## src/rtl/xs3_bcd_serial_codec_if.sv

```systemverilog
// xs3_bcd_serial_codec_if
// Bundles the producer and consumer handshakes of the Excess-3 / BCD codec.
//   mode, in_valid, in_data   : producer -> codec (word to convert and its direction)
//   in_ready                  : codec -> producer (a word can be accepted)
//   out_valid, out_data,
//   out_err_mask, err_cnt     : codec -> consumer (converted word, invalid-digit flags, error total)
//   out_ready                 : consumer -> codec (result taken)
// The master modport is the environment side; the slave modport is the codec.
interface xs3_bcd_serial_codec_if #(
  parameter int DIGITS = 4,
  parameter int ERR_W  = 8
);
  logic                  mode;
  logic                  in_valid;
  logic                  in_ready;
  logic [4*DIGITS-1:0]   in_data;
  logic                  out_valid;
  logic                  out_ready;
  logic [4*DIGITS-1:0]   out_data;
  logic [DIGITS-1:0]     out_err_mask;
  logic [ERR_W-1:0]      err_cnt;

  modport master (
    output mode, in_valid, in_data, out_ready,
    input  in_ready, out_valid, out_data, out_err_mask, err_cnt
  );

  modport slave (
    input  mode, in_valid, in_data, out_ready,
    output in_ready, out_valid, out_data, out_err_mask, err_cnt
  );
endinterface

```

## src/rtl/xs3_bcd_serial_codec.sv

```systemverilog
// xs3_bcd_serial_codec
// Converts a packed multi-digit word between Excess-3 and BCD, one digit per
// clock, least-significant digit first. Invalid digits come out as 4'hF, are
// flagged in the error mask and counted in a saturating error counter.
// Ports:
//   clk  : system clock, rising edge
//   rst  : synchronous active-high reset
//   bus  : xs3_bcd_serial_codec_if.slave (input/output handshakes, data, flags)
module xs3_bcd_serial_codec #(
  parameter int DIGITS = 4,
  parameter int ERR_W  = 8
) (
  input logic                    clk,
  input logic                    rst,
  xs3_bcd_serial_codec_if.slave  bus
);

  localparam int IDX_W = (DIGITS > 1) ? $clog2(DIGITS) : 1;
  localparam logic [IDX_W-1:0] LAST_IDX = IDX_W'(DIGITS - 1);

  typedef enum logic [1:0] {IDLE, CONV, DONE} state_t;

  state_t               state_q, state_d;
  logic [4*DIGITS-1:0]  src_q;
  logic [4*DIGITS-1:0]  res_q;
  logic [DIGITS-1:0]    mask_q;
  logic                 mode_q;
  logic [IDX_W-1:0]     idx_q;
  logic [ERR_W-1:0]     err_q;

  logic [3:0]           cur_digit;
  logic [3:0]           conv_digit;
  logic                 cur_bad;

  // Per-digit converter for the digit currently selected by the index.
  // Defaults describe the invalid case so only valid codes need a branch.
  always_comb begin
    cur_digit  = src_q[4*int'(idx_q) +: 4];
    conv_digit = 4'hF;
    cur_bad    = 1'b1;
    if (!mode_q) begin
      if (cur_digit >= 4'h3 && cur_digit <= 4'hC) begin
        conv_digit = cur_digit - 4'h3;
        cur_bad    = 1'b0;
      end
    end else begin
      if (cur_digit <= 4'h9) begin
        conv_digit = cur_digit + 4'h3;
        cur_bad    = 1'b0;
      end
    end
  end

  // Next-state and handshake outputs. Input is only taken in IDLE, so an
  // output handshake in DONE can never coincide with an input accept.
  always_comb begin
    state_d      = state_q;
    bus.in_ready  = 1'b0;
    bus.out_valid = 1'b0;
    case (state_q)
      IDLE: begin
        bus.in_ready = 1'b1;
        if (bus.in_valid) state_d = CONV;
      end
      CONV: begin
        if (idx_q == LAST_IDX) state_d = DONE;
      end
      DONE: begin
        bus.out_valid = 1'b1;
        if (bus.out_ready) state_d = IDLE;
      end
      default: state_d = IDLE;
    endcase
  end

  // State register plus the datapath: latch the word on accept, write one
  // result nibble and mask bit per CONV cycle, and bump the saturating
  // error counter whenever the converted digit was invalid.
  always_ff @(posedge clk) begin
    if (rst) begin
      state_q <= IDLE;
      src_q   <= '0;
      res_q   <= '0;
      mask_q  <= '0;
      mode_q  <= 1'b0;
      idx_q   <= '0;
      err_q   <= '0;
    end else begin
      state_q <= state_d;
      case (state_q)
        IDLE: begin
          if (bus.in_valid) begin
            src_q  <= bus.in_data;
            mode_q <= bus.mode;
            res_q  <= '0;
            mask_q <= '0;
            idx_q  <= '0;
          end
        end
        CONV: begin
          res_q[4*int'(idx_q) +: 4] <= conv_digit;
          mask_q[idx_q]             <= cur_bad;
          if (cur_bad && (err_q != {ERR_W{1'b1}})) err_q <= err_q + ERR_W'(1);
          if (idx_q != LAST_IDX) idx_q <= idx_q + IDX_W'(1);
        end
        default: ;
      endcase
    end
  end

  assign bus.out_data     = res_q;
  assign bus.out_err_mask = mask_q;
  assign bus.err_cnt      = err_q;

endmodule
```

## src/flat_wrapper.sv

```systemverilog
// flat-port wrapper written by rule: the top's interface ports become plain ports
module xs3_bcd_serial_codec_flat 
#(
  parameter int DIGITS = 4,
  parameter int ERR_W  = 8
)
  (clk, rst, bus_mode, bus_in_valid, bus_in_data, bus_out_ready, bus_in_ready, bus_out_valid, bus_out_data, bus_out_err_mask, bus_err_cnt);
  xs3_bcd_serial_codec_if #(.DIGITS(DIGITS), .ERR_W(ERR_W)) bus_i ();
  input logic clk;
  input logic rst;
  input wire logic [$bits(bus_i.mode)-1:0] bus_mode;
  input wire logic [$bits(bus_i.in_valid)-1:0] bus_in_valid;
  input wire logic [$bits(bus_i.in_data)-1:0] bus_in_data;
  input wire logic [$bits(bus_i.out_ready)-1:0] bus_out_ready;
  output wire logic [$bits(bus_i.in_ready)-1:0] bus_in_ready;
  output wire logic [$bits(bus_i.out_valid)-1:0] bus_out_valid;
  output wire logic [$bits(bus_i.out_data)-1:0] bus_out_data;
  output wire logic [$bits(bus_i.out_err_mask)-1:0] bus_out_err_mask;
  output wire logic [$bits(bus_i.err_cnt)-1:0] bus_err_cnt;
  assign bus_i.mode = bus_mode;
  assign bus_i.in_valid = bus_in_valid;
  assign bus_i.in_data = bus_in_data;
  assign bus_i.out_ready = bus_out_ready;
  assign bus_in_ready = bus_i.in_ready;
  assign bus_out_valid = bus_i.out_valid;
  assign bus_out_data = bus_i.out_data;
  assign bus_out_err_mask = bus_i.out_err_mask;
  assign bus_err_cnt = bus_i.err_cnt;
  xs3_bcd_serial_codec #(.DIGITS(DIGITS), .ERR_W(ERR_W)) u_core (.clk(clk), .rst(rst), .bus(bus_i));
endmodule
```

## config.mk

```make
export PLATFORM = sky130hd
export DESIGN_NAME = xs3_bcd_serial_codec_flat
export DESIGN_NICKNAME = d
export VERILOG_FILES = /design/src/rtl/xs3_bcd_serial_codec_if.sv /design/src/rtl/xs3_bcd_serial_codec.sv /design/src/flat_wrapper.sv
export SDC_FILE = /design/constraint.sdc
export NUM_CORES = 1
export LEC_CHECK = 0
export CORE_MARGIN = 8
export CORE_UTILIZATION = 45
export DETAILED_ROUTE_END_ITERATION = 16
export PLACE_DENSITY = 0.84
export SLEW_MARGIN = 20
export SYNTH_ARGS = -nofsm -noshare
export SYNTH_HDL_FRONTEND = slang
export SYNTH_SLANG_ARGS = --single-unit
```

## constraint.sdc

```tcl
create_clock -name clk -period 7.53 [get_ports clk]
set_clock_uncertainty 0.1 [all_clocks]
set_input_delay 1.506 -clock clk [delete_from_list [all_inputs] [get_ports clk]]
set_output_delay 1.506 -clock clk [all_outputs]
set_load 0.01 [all_outputs]
```

==> run summary, run 1 <==
The run finished with clean final reports. The initial antenna violation count is 0. Entering global routing, the biggest net connects 40 pins. The number of global-route vias before repair is 1819, and the overall track demand over capacity in global routing is 13.3%. The first global-routing pass estimated 8060 µm of wire. After clock tree synthesis, the clock-pin slew on the worst setup and hold paths is 0.08 ns. For this configuration, the core starts out at a cell density of 45.5%. The count of nets left with antenna violations once routing finished came out at 0. IR analysis of the VDD net gives a maximum drop of 0.0739 mV. Together, buffers and inverters on the worst path number 0. By area the synthesized netlist is led by sky130_fd_sc_hd__dfxtp_1 43%, sky130_fd_sc_hd__nand2_1 7.5%, sky130_fd_sc_hd__a21oi_1 6.6%. The min-delay analysis places its worst path in the category reg2reg. Synthesis produced a netlist whose cell count is 253. The core area is 4980 µm². The number of port buffers was 50; the maximum fanout along the worst path was 14. The max-cap violation count came out at 0. Excluding fillers, the count of instances in the completed layout stands at 368.

The critical path goes through mux4_1 > ha_1 > or4_4 > a311o_1 > or4_1 > a21oi_1. The logs give 1.06 nW for the static leakage and 38 for the count of different cell masters after synthesis. Total half-perimeter wirelength after legalization and detailed placement: 3800 µm. For the total die area, the log shows 7560 µm². Pin placement for this block handled 51 I/O pins. The total DRC errors in the routed layout was 0; the transition time at the pin with the least slew margin was 0.777 ns. The synthesized cell area came out at 2270 µm². The detailed-routing iteration count for the pre-antenna-repair pass is 4, and the post-cts repair resize count is 0.

The final weighted congestion in routability-driven placement came out at 0.819. The slowest stage of the critical path is the sky130_fd_sc_hd__mux4_1 cell. The total power density per cell area is 180 nW/µm², and the post-CTS setup buffer count is 0. Hold repair after CTS inserted 0 buffers.

After synthesis, the share of flip-flops with an asynchronous set or reset is 0%. Counting tap cells, the placed design contains a total of 361 instances. For the post-synthesis sequential area ratio, the log shows 43.3%. Startpoint type of the worst setup path: a flip-flop. The maximum level of the CTS H-tree is 2. The library cell with the largest summed area after synthesis was sky130_fd_sc_hd__dfxtp_1. The fraction of layout cells with a size suffix above 1 is 4.70%. Counting flops with a built-in enable in the synthesized netlist gives 0. The worst setup path is captured at a flip-flop. For the total non-filler cell area in the finished layout, the log shows 2880 µm². The most common cell in the synthesized netlist was sky130_fd_sc_hd__dfxtp_1. The average instance in the mapped netlist occupies 8.96 µm².

The critical path arrival was 3.64 ns; the initial DRC count was 206. In the synthesized netlist, the cells that appear most often are 49 x sky130_fd_sc_hd__dfxtp_1, 45 x sky130_fd_sc_hd__nand2_1, 30 x sky130_fd_sc_hd__a21oi_1, 14 x sky130_fd_sc_hd__nor2_1, 13 x sky130_fd_sc_hd__a22o_1. The synthesized design contains 49 register bits. Before CTS, the worst setup slack after placement is 3.98 ns. Setup violations remaining at the end of the flow were counted as 0. Post-route setup TNS: 0 ns. Measured against its own limit, the worst slew margin works out to 48.1%.

The synthesized net count was 283; the insertion delay to the later sink of the worst-skew pair was 0.30 ns. For the required time reported for the critical path endpoint, the log shows 7.67 ns. Across all layers, the routed design uses 1981 vias. The tools report the number of nets in the finished design as 328. The tools report the number of clock sinks seen by CTS as 49. Relative to the synthesized area, the layout overhead comes to 26.9%. No sink is reached through more buffers than the 2 on the longest clock path.

Placed cell area: 2790 µm². TritonCTS built the clock tree. The worst path meets setup with 4.03 ns of slack. Dividing the detail-routed via count by the number of cells gives 5.38. The count of yosys warnings during synthesis is 0. Kind of critical path: reg2reg. The floorplan has 26 rows.

The total inserted antenna cells was 0; the post-route fraction of the period consumed by the critical path was 46.5%. The maximum clock rate was 286 MHz. For the global route total overflow, the log shows 0. The cell at the root of the clock tree is sky130_fd_sc_hd__clkbuf_8. In this design, the largest share of critical-path delay is due to simple AND/OR/NAND/NOR gates.

The run gives 57.8% as the final core area utilization. The height of the chip is 87.0 µm, and the TritonCTS buffer count is 5. The die is 87.0 µm wide. After detailed routing, the total wire length is 5200 µm. In the synthesized netlist the dominant register cell turns out to be sky130_fd_sc_hd__dfxtp_1. The wire length per cell is 14.1 µm. Setup repair after global routing left no endpoint under its margin. The final hold violation count was 0; the peak per-stage delay on the critical path was 0.77 ns. The share of Yosys cell area claimed by the top area cell type works out to 43.3%.

For the number of pins with negative max-slew slack in the final report, the log shows 0. The smallest clock period supported by the final layout is computed as 3.50 ns.
-- flip-flops by register name, summed over array words and instances (netlist names) --
name                     count
u_core.bus.err_cnt           8
u_core.bus.out_err_mask      4
u_core.src_q                16
u_core.state_q               2
u_core.mode_q                1
u_core.idx_q                 2
u_core.bus.out_data         16
-- tightest hold or removal path: stages, from the launching register on --
cell	delay [ns]
sky130_fd_sc_hd__dfxtp_1	0.31
sky130_fd_sc_hd__nand2_1	0.05
sky130_fd_sc_hd__a21oi_1	0.05
-- cell usage in the layout (no fill, tap or decap), types with 2 or more instances in the layout --
master | synthesis | layout
sky130_fd_sc_hd__a21oi_1 | 30 | 30
sky130_fd_sc_hd__a22o_1 | 13 | 13
sky130_fd_sc_hd__a31oi_1 | 3 | 3
sky130_fd_sc_hd__a32o_1 | 3 | 3
sky130_fd_sc_hd__and2_1 | 3 | 3
sky130_fd_sc_hd__and4_1 | 2 | 2
sky130_fd_sc_hd__clkbuf_8 | 0 | 6
sky130_fd_sc_hd__clkdlybuf4s50_1 | 0 | 50
sky130_fd_sc_hd__dfxtp_1 | 49 | 49
sky130_fd_sc_hd__ha_1 | 9 | 9
sky130_fd_sc_hd__inv_1 | 7 | 7
sky130_fd_sc_hd__mux4_1 | 3 | 3
sky130_fd_sc_hd__mux4_2 | 3 | 3
sky130_fd_sc_hd__nand2_1 | 45 | 45
sky130_fd_sc_hd__nand2b_1 | 6 | 6
sky130_fd_sc_hd__nand3_1 | 10 | 10
sky130_fd_sc_hd__nor2_1 | 14 | 14
sky130_fd_sc_hd__nor2b_1 | 2 | 2
sky130_fd_sc_hd__nor3_1 | 6 | 6
sky130_fd_sc_hd__nor4_1 | 3 | 3
sky130_fd_sc_hd__o21ai_0 | 6 | 6
sky130_fd_sc_hd__o31ai_1 | 2 | 2
sky130_fd_sc_hd__or2_2 | 2 | 2
sky130_fd_sc_hd__or3_1 | 4 | 4
sky130_fd_sc_hd__or4_1 | 2 | 2
-- area by class of cell --
class / instances / area [µm²]
Inverter: 7 / 26.3
Multi-Input combinational cell: 184 / 1190
Timing Repair Buffer: 51 / 508
Tap cell: 70 / 87.6
Clock buffer: 7 / 86.3
Sequential cell: 49 / 981
Fill cell: 444 / 2100
-- layer usage --
layer | share of wire [%] | GRT usage (%) | up-vias
met5 | 0 | 0 | -
met4 | 1.8 | 4.69 | 0
met3 | 7.4 | 4.72 | 9
met2 | 48 | 23.1 | 58
met1 | 43 | 14.7 | 913
li1 | - | - | 1001
-- where the power goes --
group | internal, W | switching, W | leakage [nW]
clock | 0.0000730 | 0.0000810 | 0.0443
combinational | 0.0000393 | 0.0000441 | 0.613
sequential | 0.000269 | 0.00000977 | 0.399
-- kinds of logic after synthesis --
kind of cell / count (synthesis) / synth area share, %
flip-flops: 49 / 43.3
adder cells (fa/ha/maj): 9 / 4.97
AO/OA/AOI/OAI: 64 / 18.3
buffers and inverters: 20 / 4.31
AND/OR/NAND/NOR: 102 / 21.3
XOR/XNOR: 1 / 0.387
multiplexers: 8 / 7.40
-- path summary, 6_finish.rpt --
| kind | from | end | slack [ns] | cells past startpoint |
|---|---|---|---|---|
| max reg2reg | u_core.idx_q[0] | u_core.bus.err_cnt[7] | 4.03 | 6 |
| min | u_core.src_q[8] | u_core.src_q[8] | 0.35 | 2 |
| max | u_core.idx_q[0] | u_core.bus.err_cnt[7] | 4.03 | 6 |
| min reg2reg | u_core.src_q[8] | u_core.src_q[8] | 0.35 | 2 |
-- metrics by stage --
step	power, W	hold slack, ns
after floorplan	0.000339	0.332
after global placement	0.000366	0.339
after detailed placement	0.000368	0.345
after CTS	0.000521	0.357
after global routing	0.000541	0.374
final	0.000516	0.354
Power figures use the tool's default switching activity.
==> run 2, diff against run 1 <==
--- a/config.mk
+++ b/config.mk
@@ -8,7 +8,7 @@
 export CORE_MARGIN = 8
 export CORE_UTILIZATION = 45
 export DETAILED_ROUTE_END_ITERATION = 16
-export PLACE_DENSITY = 0.84
+export PLACE_DENSITY = 0.87
 export SLEW_MARGIN = 20
 export SYNTH_ARGS = -nofsm -noshare
 export SYNTH_HDL_FRONTEND = slang
==> constraint.sdc (replaced) <==
create_clock -name clk -period 3.14 [get_ports clk]
set_clock_uncertainty 0.1 [all_clocks]
set_input_delay 0.628 -clock clk [delete_from_list [all_inputs] [get_ports clk]]
set_output_delay 0.628 -clock clk [all_outputs]
set_load 0.01 [all_outputs]
==> run 2 against run 1 <==
Compared with the run above: via count rose by 4.1%; sequential share of layout area fell by 0.75 points; hold slack improved by 0.0096 ns; count of clock-buffer cells in the layout did not move; design area rose by 2.4%; total power rose by 140%; sequential power rose by 140%; first-iteration DRC count fell by 25%; combinational power rose to 2.7 times the previous value; wire length rose by 5.1%; final cell count rose by 3.0%; core utilization rose by 1.4 points; largest cell class unchanged.
==> run summary, run 2 (synthesis results as in run 1) <==
The total non-filler cell area in the finished layout is 2950 µm², and the number of buffers between clock root and the deepest sink is 2. The final route contains 2063 vias. The startpoint identified for the worst register-to-register timing path is u_core.idx_q[0]. In this run the most critical hold path is launched from u_core.src_q[5]. In this run the cell area measured after placement is 2840 µm². The worst setup path is launched from a flip-flop. At the worst endpoint, the arrival time is 3.15 ns. Cells with a size suffix above 1 make up 8.74% of the layout. The run gives 7560 µm² as the total die area.

At the end of routability-driven placement, the weighted congestion stood at 0.806. At the worst endpoint, the required time is 3.27 ns. The first global-routing pass estimated 8900 µm of wire.

The buffering stage count on the worst path with inverters included came out at 1. After detailed routing, the number of vias per cell comes to 5.44. The slowest stage of the critical path belongs to the cell sky130_fd_sc_hd__mux4_2.

Critical register-to-register path endpoint: u_core.bus.err_cnt[2]. The flow ran to the end, and the final reports show no timing, DRC or antenna violations. The tools report the number of antenna-violating nets in the routed design as 0. Leaving out fill and tap cells, the most frequent cell in the layout is sky130_fd_sc_hd__clkdlybuf4s50_1. In this run, CTS created clock tree buffers numbering 5.

Relative to the synthesized area, the layout overhead comes to 30.0%. The type of the tightest min-delay check is reg2reg. Pin placement for this block handled 51 I/O pins. Detailed placement ended at an HPWL of 4000 µm. Entering global routing, the biggest net connects 39 pins.

After floorplanning, the core was sized to cover 4980 µm². Kind of cell with the highest combined delay on the critical path: simple AND/OR/NAND/NOR gates. The number of placed cells counting well taps is 367, and the post-route fraction of the period consumed by the critical path is 96.3%.

Hold timing on the final database bottoms out at a slack of 0.364 ns. The initial core utilization came out at 45.5%. Setup repair after global routing left no endpoint under its margin. The worst hold path terminates at u_core.src_q[5]. Initial DRC count: 154.

The worst hold path was traced through 2 stages. Static timing analysis puts the maximum clock frequency at 331 MHz. The clock tree synthesis step divided the H-tree into 2 levels. TritonCTS built the clock tree. Setup violations remaining at the end of the flow were counted as 0. The number of global-route vias before repair was 2030; the total power density per cell area was 422 nW/µm².

Wires add up to 5470 µm. After the flow finishes, the layout carries non-filler instances totaling 379. For the pin with the worst max-slew slack, the measured transition is 0.604 ns. The tool flagged a number of max-cap violations equal to 0.

The wire length per cell came out at 14.4 µm. For the number of pins with negative max-slew slack in the final report, the log shows 0. Summed over all failing endpoints, the final setup total negative slack is 0 ns. The critical path in this run is classified as reg2reg. IR analysis of the VDD net gives a maximum drop of 0.276 mV. After clock tree synthesis, the clock-pin slew on the worst setup and hold paths is 0.09 ns. The endpoint kind of the worst setup timing path is a flip-flop. The overall track demand over capacity in global routing is 14.4%, and the number of nets in the finished design is 338. The logs give 0 for the hold buffer count at CTS and 49 for the number of clock sinks seen by CTS.

The maximum fanout along the worst path is 8. After detailed routing, the number of remaining DRC violations is 0. The run gives 0 as the initial antenna violation count.

The signal on the critical path passes through mux4_2 > ha_1 > or4_4 > a311o_2 > clkbuf_2 > or3_1 > a21oi_1. The tools report the internal reg-to-reg setup slack as 0.12 ns. The library cells used most frequently in the layout, excluding fill and tap cells, are 50 x sky130_fd_sc_hd__clkdlybuf4s50_1, 48 x sky130_fd_sc_hd__dfxtp_1, 45 x sky130_fd_sc_hd__nand2_1, 30 x sky130_fd_sc_hd__a21oi_1, 14 x sky130_fd_sc_hd__nor2_1. The smallest clock period supported by the final layout is computed as 3.02 ns. The worst pin sits at a relative slew slack of 59.4%. The global route total overflow is 0, and the peak per-stage delay on the critical path is 0.56 ns.

The insertion delay to the later sink of the worst-skew pair is 0.30 ns, and the floorplan die width is 87.0 µm. The final hold violation count was 0. The number of antenna diodes in the final layout is 0. For the worst flop-to-flop path, the logic depth is 7. The tools report the cell at the root of the clock tree as sky130_fd_sc_hd__clkbuf_8. The tools report the count of standard-cell rows as 26. For this run, the detailed router's first-pass iteration total came to 4. Port buffering added 50 buffers.

Cells fill 59.2% of the core in the end. The height of the chip works out to 87.0 µm. The static leakage is 1.09 nW.
-- run 2: report_power, final --
part	total [W]	leakage [nW]	internal, W	switching, W
sequential	0.000665	0.399	0.000646	0.0000199
combinational	0.000223	0.657	0.000106	0.000117
clock	0.000355	0.0385	0.000158	0.000197
-- run 2: cell type report --
cell class	count	area, µm²
inverters	7	26.3
flip-flops and latches	49	982
repair buffers	61	581
multi-input cells	184	1180
well taps	70	87.6
fillers	446	2030
clock inverters	1	7.51
clock buffers	7	76.3
-- run 2: per-layer routing --
metal  routed length (µm)  up-vias  track usage [%]  share of wire [%]
li1                     -     1021                -                  -
met1                 2270      960             15.7                 41
met2                 2790       70             26.2                 51
met3                  320       12             3.21                5.9
met4                   92        0             5.79                1.7
met5                    0        -                0                  0
-- run 2: worst max path at each step --
stage	startpoint	to	slack [ns]	cells past startpoint
after floorplan	u_core.idx_q[0]	u_core.bus.err_cnt[6]	0.11	8
after global placement	u_core.idx_q[0]	u_core.bus.err_cnt[7]	0.16	6
after detailed placement	u_core.idx_q[0]	u_core.bus.err_cnt[5]	0.04	6
after CTS	u_core.idx_q[0]	u_core.bus.err_cnt[5]	0.006	6
after global routing	u_core.idx_q[0]	u_core.bus.err_cnt[2]	0.008	7
final	u_core.idx_q[0]	u_core.bus.err_cnt[2]	0.12	7
-- run 2: what timing repair did --
action,CTS,global route
gates resized for setup,0,3
setup endpoints to repair,0,6
buffers inserted,0,4
-- run 2: per-stage QoR --
stage               setup slack, ns  power [W]
floorplan                     0.113   0.000813
global placement              0.164   0.000885
detailed placement           0.0377   0.000893
CTS                         0.00574    0.00124
global route                0.00839    0.00131
finish                        0.117    0.00124
-- run 2: tightest hold or removal path, delay by kind of cell, from the launching register on --
family	cells	cell delay, ns
AO/OA/AOI/OAI	1	0.05
flip-flops	1	0.32
AND/OR/NAND/NOR	1	0.05
==> run 3, diff against run 2 <==
--- a/config.mk
+++ b/config.mk
@@ -5,10 +5,11 @@
 export SDC_FILE = /design/constraint.sdc
 export NUM_CORES = 1
 export LEC_CHECK = 0
+export CAP_MARGIN = 10
 export CORE_MARGIN = 8
-export CORE_UTILIZATION = 45
+export CORE_UTILIZATION = 54
 export DETAILED_ROUTE_END_ITERATION = 16
-export PLACE_DENSITY = 0.87
+export PLACE_DENSITY = 0.95
 export SLEW_MARGIN = 20
 export SYNTH_ARGS = -nofsm -noshare
 export SYNTH_HDL_FRONTEND = slang
==> constraint.sdc (replaced) <==
create_clock -name clk -period 3.85 [get_ports clk]
set_clock_uncertainty 0.1 [all_clocks]
set_input_delay 0.77 -clock clk [delete_from_list [all_inputs] [get_ports clk]]
set_output_delay 0.77 -clock clk [all_outputs]
set_load 0.01 [all_outputs]
==> run 3 against run 2 <==
Compared with the run above: combinational power down 22%; largest cell class unchanged; design area is 1.9% lower; setup slack improved by 0.59 ns; die area shrank 14%.
==> run summary, run 3 (synthesis results as in run 1) <==
The run finished with clean final reports. Entering global routing, the biggest net connects 39 pins. The final hold violation count is 0, and the overall power after layout is 0.00105 W. The number of clock sinks seen by CTS came out at 49.

The tool flagged a number of max-cap violations equal to 0. Setup violations remaining at the end of the flow were counted as 0. Sequential cells account for 51.7% of the total power. The tools report the cell at the root of the clock tree as sky130_fd_sc_hd__clkbuf_8. Of the total power, the share spent switching nets is 26.7%.

The number of pins with negative max-slew slack in the final report was 0; the count of standard-cell rows was 23. The run gives 0 as the post-CTS setup buffer count. The required time reported for the critical path endpoint was 4.00 ns; the number of buffers between clock root and the deepest sink was 2.

Port buffering added 50 buffers. The fraction of layout cells with a size suffix above 1 was 6.29%. The repair_antennas step left the layout with diodes totalling 0.

The run gives 2033 as the count of vias placed by the detailed router. For the count of fill cells added during filler insertion, the log shows 313. The min-delay analysis places its worst path in the category reg2reg. The clock network burns 31.7% of the power. Clock-pin slew on the worst setup and hold paths: 0.09 ns. For the pin with the worst max-slew slack, the measured transition is 0.735 ns. The initial antenna violation count is 0, and the total area of sequential cells is 981 µm². The library cell used most frequently in the layout, excluding fill and tap cells, is sky130_fd_sc_hd__clkdlybuf4s50_1. The total power density per cell area was 363 nW/µm². The post-route setup TNS came out at 0 ns.

In the layout the commonest cells are 50 x sky130_fd_sc_hd__clkdlybuf4s50_1, 49 x sky130_fd_sc_hd__dfxtp_1, 45 x sky130_fd_sc_hd__nand2_1, 30 x sky130_fd_sc_hd__a21oi_1, 14 x sky130_fd_sc_hd__nor2_1. In this run, post-CTS hold repair placed 0 buffers. The tools report the startpoint type of the worst setup path as a flip-flop.

The initial DRC count came out at 192. The first global-routing pass estimated 9330 µm of wire. At the end of the flow, the number of nets in the layout was 331.

The maximum fanout along the worst path was 14; the floorplan die width was 80.8 µm. In this run the remaining antenna-violating nets after routing total 0. For the finished layout, the period the worst path requires is 3.15 ns. In this run the static leakage power is 1.08 nW. The I/O pin count was 51. The critical path is of the reg2reg type. TritonCTS built the clock tree. Summed over all nets, the switching power comes to 0.000280 W. The multi-input combinational cells in the finished layout cover a total of 1190 µm².

The total die area is 6520 µm², and the worst ir drop on vdd is 0.265 mV. Wire length per cell: 16.0 µm. Counting the buffers created by CTS gives 5. After detailed routing, the total wire length is 5640 µm. The number of global-route vias before repair was 1989.

The tools report the endpoint kind of the worst setup timing path as a flip-flop. Setup repair after global routing left no endpoint under its margin. Internal power comes to 0.000768 W. For this run, design rule violations remaining after detail routing come to 0. From bottom edge to top edge, the die measures 80.8 µm. CTS built an H-tree with a depth of 2. The run gives 4 as the detailed-routing iteration count for the pre-antenna-repair pass. The logs give 3.30 ns for the critical path arrival and 16.5% for the combinational power share. Static timing analysis puts the maximum clock frequency at 318 MHz. The run gives 0.892 as the final weighted congestion in routability-driven placement. The core region is 4030 µm². The number of gates resized after CTS was 0. Global route total overflow: 0. The post-route fraction of the period consumed by the critical path is 81.8%, and the vias per cell is 5.78. The total half-perimeter wirelength after legalization and detailed placement is 4040 µm, and the initial core utilization is 56.2%. The area added between synthesis and finish was 27.5%. Overall track demand over capacity in global routing: 18.2%. The clock reaches the later pin of the worst-skew pair after 0.31 ns. The worst pin sits at a relative slew slack of 50.9%.
==> run 3: stage by stage <==
| stage | cell area, µm² | setup WS [ns] | util [%] | instances | hold slack (ns) |
|---|---|---|---|---|---|
| global placement | 2790 | 0.833 | 69.2 | 344 | 0.341 |
| detailed placement | 2790 | 0.717 | 69.2 | 344 | 0.346 |
| CTS | 2890 | 0.711 | 71.7 | 352 | 0.357 |
| finish | 2890 | 0.702 | 71.7 | 352 | 0.359 |
| global route | 2890 | 0.558 | 71.7 | 352 | 0.382 |
| floorplan | 2270 | 0.823 | - | 253 | 0.332 |
==> run 3: metal layers <==
layer | track usage, % | up-vias | share of wire (%)
met3 | 5.52 | 11 | 6.4
met4 | 9.29 | 0 | 2.4
li1 | - | 1013 | -
met2 | 31.1 | 74 | 50
met1 | 20.0 | 935 | 41
met5 | 0 | - | 0
==> run 3: critical path, stage by stage (launching register included) <==
cell	delay, ns
sky130_fd_sc_hd__dfxtp_1	0.38
sky130_fd_sc_hd__mux4_1	0.69
sky130_fd_sc_hd__ha_1	0.30
sky130_fd_sc_hd__or4_4	0.57
sky130_fd_sc_hd__a311o_1	0.44
sky130_fd_sc_hd__or4_1	0.45
sky130_fd_sc_hd__a21oi_1	0.15
==> run 3: worst paths after layout <==
kind	from	endpoint	slack, ns	depth (start not counted)
worst max register to register	u_core.idx_q[0]	u_core.bus.err_cnt[5]	0.70	6
worst min register to register	u_core.src_q[8]	u_core.src_q[8]	0.36	2
worst max-delay path	u_core.idx_q[0]	u_core.bus.err_cnt[5]	0.70	6
worst min-delay path	u_core.src_q[8]	u_core.src_q[8]	0.36	2
==> run 3: cell type report <==
| class | count | area share [%] |
|---|---|---|
| multi-input cells | 184 | 41.1 |
| well taps | 50 | 2.17 |
| clock buffers | 7 | 3.33 |
| flip-flops and latches | 49 | 34.0 |
| clock inverters | 1 | 0.173 |
| inverters | 7 | 0.909 |
| repair buffers | 54 | 18.4 |
==> run 3: power by group through the flow <==
stage | Combinational (W) | Sequential (W) | Clock [W]
4_1_cts | 0.000172 | 0.000542 | 0.000337
3_5_place_dp | 0.000170 | 0.000554 | 0
3_3_place_gp | 0.000164 | 0.000552 | 0
5_1_grt | 0.000191 | 0.000545 | 0.000357
6_report | 0.000173 | 0.000542 | 0.000333
2_1_floorplan | 0.000112 | 0.000552 | 0
